`src/rtl/k2_exec_controller.sv`:
```
// Execution controller for a small processor: owns a 16x8 program memory, loads it
// byte-serially, and sequences reset/run/pause/single-step with halt and cycle-limit detection.
module k2_exec_controller #(
  parameter int MAX_CYCLES = 200
) (
  input  logic       clk,
  input  logic       rst,
  input  logic       load_valid,
  input  logic [7:0] load_data,
  output logic       load_ready,
  input  logic       start,
  input  logic       step,
  input  logic       stop,
  input  logic [3:0] pc_addr,
  output logic [7:0] instr,
  output logic       cpu_pc_en,
  output logic       cpu_rst_n,
  output logic       busy,
  output logic       halted,
  output logic       timeout,
  output logic [7:0] instr_count
);

  typedef enum logic [2:0] {
    S_IDLE, S_CPU_RST, S_RUN, S_STEP, S_PAUSE, S_DONE
  } state_t;

  localparam logic [7:0] CYC_LIMIT = 8'(MAX_CYCLES);

  state_t      state, state_nxt;
  logic [7:0]  mem [16];
  logic [3:0]  wr_ptr;
  logic [7:0]  cyc_cnt;
  logic        running, halt_det, exec, limit_hit, accept, start_run;

  always_comb begin
    instr      = mem[pc_addr];
    running    = (state == S_RUN) || (state == S_STEP);
    // A jump whose target is its own address can never make progress: treat it as halt.
    halt_det   = running && (instr[7:6] == 2'b10) && ({1'b0, instr[2:0]} == pc_addr);
    exec       = running && !halt_det;
    limit_hit  = exec && ((cyc_cnt + 8'd1) == CYC_LIMIT);
    load_ready = (state == S_IDLE) || (state == S_DONE);
    accept     = load_valid && load_ready;
    start_run  = start && load_ready;
    cpu_pc_en  = exec && !rst;
    cpu_rst_n  = !rst && (state != S_IDLE) && (state != S_CPU_RST);
    busy       = (state == S_CPU_RST) || (state == S_RUN) ||
                 (state == S_STEP) || (state == S_PAUSE);
  end

  always_comb begin
    state_nxt = state;
    case (state)
      S_IDLE, S_DONE: if (start) state_nxt = S_CPU_RST;
      S_CPU_RST:      state_nxt = S_RUN;
      S_RUN: begin
        if (halt_det)       state_nxt = S_DONE;
        else if (limit_hit) state_nxt = S_DONE;
        else if (stop)      state_nxt = S_PAUSE;
      end
      S_STEP: begin
        if (halt_det || limit_hit) state_nxt = S_DONE;
        else                       state_nxt = S_PAUSE;
      end
      S_PAUSE: begin
        if (stop)       state_nxt = S_DONE;
        else if (start) state_nxt = S_RUN;
        else if (step)  state_nxt = S_STEP;
      end
      default:        state_nxt = S_IDLE;
    endcase
  end

  always_ff @(posedge clk) begin
    if (rst) begin
      state       <= S_IDLE;
      wr_ptr      <= 4'd0;
      cyc_cnt     <= 8'd0;
      instr_count <= 8'd0;
      halted      <= 1'b0;
      timeout     <= 1'b0;
      for (int i = 0; i < 16; i++) mem[i] <= 8'h00;
    end else begin
      state <= state_nxt;
      if (accept) begin
        mem[wr_ptr] <= load_data;
        wr_ptr      <= wr_ptr + 4'd1;
      end
      // A new run always restarts loading at address 0, even if a byte lands this cycle.
      if (start_run) begin
        wr_ptr      <= 4'd0;
        cyc_cnt     <= 8'd0;
        instr_count <= 8'd0;
        halted      <= 1'b0;
        timeout     <= 1'b0;
      end
      if (exec) begin
        cyc_cnt <= cyc_cnt + 8'd1;
        if (instr_count != 8'hFF) instr_count <= instr_count + 8'd1;
      end
      if (halt_det)  halted  <= 1'b1;
      if (limit_hit) timeout <= 1'b1;
    end
  end

endmodule

```
`config.mk`:
```
export PLATFORM = sky130hd
export DESIGN_NAME = k2_exec_controller
export DESIGN_NICKNAME = d
export VERILOG_FILES = /design/src/rtl/k2_exec_controller.sv
export SDC_FILE = /design/constraint.sdc
export NUM_CORES = 1
export LEC_CHECK = 0
export BUFFER_PORTS_ARGS = -buffer_cell sky130_fd_sc_hd__buf_2
export CORE_MARGIN = 1
export CORE_UTILIZATION = 47
export CTS_CLUSTER_DIAMETER = 80
export DETAILED_ROUTE_END_ITERATION = 8
export PLACE_DENSITY = 0.69
export SYNTH_ARGS = -nofsm -noshare
export SYNTH_HDL_FRONTEND = slang
export SYNTH_SLANG_ARGS = --single-unit
```
`constraint.sdc`:
```
create_clock -name clk -period 3.3 [get_ports clk]
set_input_delay 0.33 -clock clk [delete_from_list [all_inputs] [get_ports clk]]
set_output_delay 0.33 -clock clk [all_outputs]
set_load 0.01 [all_outputs]
```
# Word-level counts from Yosys, hierarchy flattened
# Memory sizes are Yosys's and may differ from the RTL's.
# Cells that the tools add are included.
dict set report word_totals {
  reg_bits 25
  mem_bits_rw 128
  word_cells 74
  memories 1
}
# memory words width read_ports rd_ports_with_merged_regs wr line_no
set mem_list {}
lappend mem_list {mem 16 8 1 0 16 31} ;# logic [7:0] mem [16];
dict set report op_classes {
  addsub 3
  n_eq_ne 13
  mux 25
  n_reduce_logical 26
}
# operator count
set op_table {}
lappend op_table {{8-bit 2-to-1 mux} 6}
lappend op_table {{3-bit 2-to-1 mux} 7}
lappend op_table {{8-bit by 1-bit adder with 8-bit output (second input constant)} 2}
lappend op_table {{3-bit case mux with 5 select lines} 1}
lappend op_table {{1-bit 2-to-1 mux} 10}
lappend op_table {{1-bit logical AND} 9}
lappend op_table {{8-bit == test (second input constant)} 1}
lappend op_table {{4-bit != test (second input constant)} 2}
lappend op_table {{8-bit != test (second input constant)} 1}
lappend op_table {{8-bit OR reduction} 1}
lappend op_table {{3-bit by 2-bit == test with 1-bit output (second input constant)} 2}
lappend op_table {{3-bit == test (second input constant)} 2}
lappend op_table {{1-bit logical OR} 6}
lappend op_table {{2-bit nonzero test} 3}
lappend op_table {{4-bit by 1-bit adder with 4-bit output (second input constant)} 1}
lappend op_table {{3-bit by 4-bit == test with 1-bit output} 1}
lappend op_table {{4-bit 2-to-1 mux} 1}
lappend op_table {{2-bit OR reduction} 2}
lappend op_table {{3-bit by 1-bit == test with 1-bit output (second input constant)} 1}
lappend op_table {{3-bit zero test} 1}
lappend op_table {{3-bit by 1-bit != test with 1-bit output (second input constant)} 1}
lappend op_table {{3-bit AND reduction} 1}
lappend op_table {{3-bit nonzero test} 1}
lappend op_table {{2-bit == test (second input constant)} 1}
lappend op_table {{other kinds (2)} 3}

# Logic depth before layout (Yosys ltp)
dict set report depth {
  ltp_word 10
  mapped_depth 9
  ltp_nobuf 7
}

# Worst setup path after synthesis
# No wires, ideal clock.
dict set report synth_path {
  path_type {input port to output port}
  from {input port pc_addr[0]}
  to {output port instr[3]}
  arrival_ps 2225
  t_required_ps 2970
  setup_slack_ps 745
  cell_stages 5
  path_buffers 3
  path_cell_list {buf_2 > clkbuf_1 > buf_2 > mux4_2 > mux4_2}
}
dict set report synth_between {
  elab_chain_len 1
}
# item line_no
set synth_lines {}
lappend synth_lines {{start: declaration} 14} ;# input logic [3:0] pc_addr,
lappend synth_lines {{memory 16 x 8 bit} --}
lappend synth_lines {{end: declaration} 15} ;# output logic [7:0] instr,
# Every way passes these cells.

# Final worst setup path
dict set report layout_path {
  from {input port pc_addr[1]}
  to {output port cpu_pc_en}
}
dict set report layout_between {
  elab_chain_len 7
}
# item line_no
set layout_lines {}
lappend layout_lines {{memory 16 x 8 bit} --}
lappend layout_lines {{2-bit == test} 40} ;# halt_det = running && (instr[7:6] == 2'b10) && ({1'b0, instr[2:0]} == pc_addr);
lappend layout_lines {{1-bit logical AND} 40}
lappend layout_lines {{1-bit logical AND *} 40}
lappend layout_lines {{1-bit zero test *} 41} ;# exec = running && !halt_det;
lappend layout_lines {{1-bit logical AND *} 41}
lappend layout_lines {{1-bit logical AND *} 46} ;# cpu_pc_en = exec && !rst;
lappend layout_lines {{end: declaration} 16} ;# output logic cpu_pc_en,
# Mark *: on every way between the ends. The rest lies on a longest branch, timed or not.

==> run summary <==
RUN STATUS
--------------------------------------------------------------------------------------
Status                                                                       completed

LOGIC SYNTHESIS
--------------------------------------------------------------------------------------
Post-Syn Nets                                                                      604
Sequential element share of the synthesized area                                 0.585
Top_reg_cell synth                                                            edfxtp_1
Synthesis Warnings                                                                   0
Post-Synthesis Mean Instance Area                                             12.8 um2
Synthesized instance count                                                         579
Number of register bits inferred by synthesis                                      153
Number of different library cells in the post-synthesis netlist                     45
Async set-reset flop share out of synthesis                                          0
Number of synthesized flops with an enable pin                                     128
Post-Synthesis Cell Area                                                      7420 um2

DRT
--------------------------------------------------------------------------------------
Number of nets still failing antenna checks after routing                            0
Post-DR vias/cell                                                                 5.61
Vias after detailed routing                                                       4779
First-pass detailed-route iteration total                                            5
Total detailed-routing wirelength                                             17100 um
Detailed Route Iter0 Violations                                                    398
DRC viols                                                                            0
Wire per inst                                                                  20.0 um

STA
--------------------------------------------------------------------------------------
Final hold vios                                                                      0
Final setup TNS                                                                   0 ns
Worst slew pin tran                                                           0.802 ns
Max-Slew Margin vs Limit                                                         0.465
# setup viols final                                                                  0
RSZ-0062 raised after global routing                                             false
Final cycle utilization of the critical path                                     0.876
Worst-case clock skew                                                       0.00559 ns
Number of max-slew violations in the final report                                    0
Time the worst path needs with I/O delays and setup                            2.89 ns
Fmax                                                                           346 MHz

PWR
--------------------------------------------------------------------------------------
Worst-case vdd ir drop                                                          422 uV
Sw Pwr                                                                         1.13 mW
Combinational share of power                                                     0.112
Fraction of power consumed by the clock network                                  0.405
Cell internal power dissipation                                                3.48 mW
Total power per unit cell area                                              544 nW/um2
Static leakage                                                                 3.20 nW
Share of total power consumed by net switching                                   0.245
Share of total power in sequential cells                                         0.484

JOB
--------------------------------------------------------------------------------------
Maxcap violations                                                                    0

CLOCK TREE
--------------------------------------------------------------------------------------
Buffer depth of the longest clock path                                               2
H-tree lvl count                                                                     4
# clock sinks                                                                      153
TritonCTS clock tree                                                               yes
Reg clk slew, reported paths                                                   0.06 ns
Post-CTS Resized                                                                     0
Number of setup buffers added after CTS                                              0
CTS Hold Bufs                                                                        0
Root Buffer                                                                  clkbuf_16
CTS buffer count                                                                    17
Clock latency of the later-clocked register in the worst-skew pair             0.43 ns

WORST SETUP PATH
--------------------------------------------------------------------------------------
Kind of critical path                                                        in -> out
Largest stage delay on the critical path                                       0.63 ns
Worst Path Required                                                            2.97 ns
Type of destination of the critical path                                   output port
Worst r2r src                                                                 state[2]
Critical path fanouts, max                                                          18
Worst reg-to-reg path cell count                                                     6
CP Launch Type                                                               input pin
Slowest stage cell, crit path                                                   mux4_1
Critical path arrival                                                          2.56 ns
Critical path capture point                                                  cpu_pc_en
Critical path, cell by cell                                               buf_2, mux4_1, a22o_1, a31oi_1, a31oi_1, nand2b_1, inv_1, buf_2
Crit path from                                                              pc_addr[1]
Worst setup slack for register-to-register paths                               0.63 ns
Worst flop-to-flop path endpoint                                             mem[7][3]

PLACE
--------------------------------------------------------------------------------------
Detailed placer's ending HPWL                                                 11700 um
Post-Place Cells                                                                   820
Buffers added on ports                                                              39
Total cell area at the placement stage                                        7910 um2
Weighted congestion reported at the end of routability-driven placement          0.822

GLOBAL ROUTE
--------------------------------------------------------------------------------------
Initial antenna violation count                                                      0
Vias in the first global route                                                    4630
Maximum number of pins on one net before global-route repair                        44
Tot GR Track Use                                                                 0.225
First-pass GRT wire length                                                    26400 um
Overflow left after global routing                                                   0

DIE
--------------------------------------------------------------------------------------
Starting Density                                                                 0.485
Die Height                                                                      128 um
Boundary pin count                                                                  40
Area inside the core boundary                                                15300 um2
Overall die area                                                             16300 um2
Site row count                                                                      45
Die boundary width                                                              128 um

CELLS AND AREA
--------------------------------------------------------------------------------------
Non-filler instance count after layout                                             852
Number of antenna cells inserted                                                     0
Post-Layout Inst Area                                                         8470 um2
Filler instances                                                                  1301
Fraction of layout cells with a size suffix above 1                              0.218
Number of nets in the layout                                                       653
Area growth from synthesis to layout                                             14.1%

MIN PATH
--------------------------------------------------------------------------------------
HP Class                                                                     in -> reg
Min-Delay Path Depth                                                                 4

## metrics by stage
stage / hold WS, ns / worst slack (ns) / power (mW) / util
floorplan: 0.481 / 0.745 / 2.60 / -
global placement: 0.461 / 0.415 / 2.77 / 0.517
detailed placement: 0.461 / 0.336 / 2.79 / 0.517
CTS: 0.321 / 0.390 / 4.64 / 0.553
global route: 0.368 / 0.272 / 4.76 / 0.553
finish: 0.345 / 0.408 / 4.61 / 0.553
## cells in the mapped netlist (4+ instances only)
library cell    n  area share
nor2b_1         6      0.0051
mux4_2         31       0.094
nor3b_1         4      0.0040
dfxtp_1        25       0.067
nand2b_1        4      0.0034
clkbuf_1       23       0.012
nand2_1        22       0.011
inv_1          13      0.0066
mux2i_1         8       0.011
o211ai_1        5      0.0051
buf_2           6      0.0040
or2_2          17       0.014
ha_1            7       0.012
a211oi_1        4      0.0040
nor2_1         38       0.019
edfxtp_1      128        0.52
nor3_1          8      0.0054
and3_1          5      0.0042
o21ai_0        16       0.011
a21oi_1        20       0.013
nand3_1        14      0.0094
and2_1        132        0.11
## critical path, delay by kind of cell
kind            cells  cell delay, ns
compound gates      3            0.76
buf+inv             3            0.66
mux                 1            0.63
simple gates        1            0.17
## cells in the final DEF (no fill, tap or decap), types with 3 or more instances in the layout
master / count
a211oi_1: 4
nand4_1: 3
clkinv_2: 3
or2_2: 17
ha_1: 7
nor3_1: 8
nand2_1: 22
mux4_1: 3
o211ai_1: 5
a31oi_1: 3
nor2b_1: 6
a22o_1: 3
buf_2: 39
a21oi_1: 20
mux2i_1: 8
nand3_1: 14
nor3b_1: 4
o21ai_0: 16
and3_1: 5
inv_1: 13
nand2b_1: 4
and2_1: 132
nor2_1: 38
dfxtp_1: 25
buf_4: 21
edfxtp_1: 128
clkbuf_16: 17
or3_1: 3
clkinv_1: 3
mux4_2: 31
nand3b_1: 3
nor4_1: 3
## state kept, by name, summed over array words and instances, names as in the netlist
signal	count
cyc_cnt	8
timeout	1
halted	1
instr_count	8
state	3
mem	128
wr_ptr	4
## power groups by stage
stage          clock [mW]  sequential (mW)  combinational (mW)
3_5_place_dp            0             2.27               0.517
4_1_cts              1.89             2.23               0.519
5_1_grt              1.95             2.24               0.565
2_1_floorplan           0             2.24               0.356
6_report             1.87             2.23               0.516
3_3_place_gp            0             2.27               0.504
## how the worst min path moves through the flow
stage / from / endpoint / slack, ns
global route: start / state[0] / 0.37
detailed placement: halted / halted / 0.46
global placement: halted / halted / 0.46
floorplan: halted / halted / 0.48
CTS: stop / state[1] / 0.32
finish: stop / state[1] / 0.34
## per-layer routing
| metal | GRT usage | wire length, um | up-vias | part of all wire |
|---|---|---|---|---|
| li1 | - | - | 2215 | - |
| met1 | 0.305 | 7740 | 2378 | 0.45 |
| met3 | 0.0518 | 970 | 29 | 0.057 |
| met4 | 0.0830 | 309 | 0 | 0.018 |
| met5 | 0 | 0 | - | 0 |
| met2 | 0.356 | 8040 | 157 | 0.47 |
## final cells by class
cell class / instances / area [um2] / area share
inverter: 13 / 48.8 / 0.00576
clock inverter: 13 / 128 / 0.0151
multi-input combinational: 383 / 2900 / 0.342
tap: 211 / 264 / 0.0312
timing repair buffer: 60 / 353 / 0.0416
clock buffer: 19 / 433 / 0.0511
sequential: 153 / 4340 / 0.513
## kinds of logic after synthesis
kind of cell	share of synthesized area
AO/OA/AOI/OAI	0.0573
flip-flops	0.585
adder cells (fa/ha/maj)	0.0118
AND/OR/NAND/NOR	0.200
XOR/XNOR	0.00472
buffers and inverters	0.0238
multiplexers	0.117
Power figures use the tool's default switching activity.
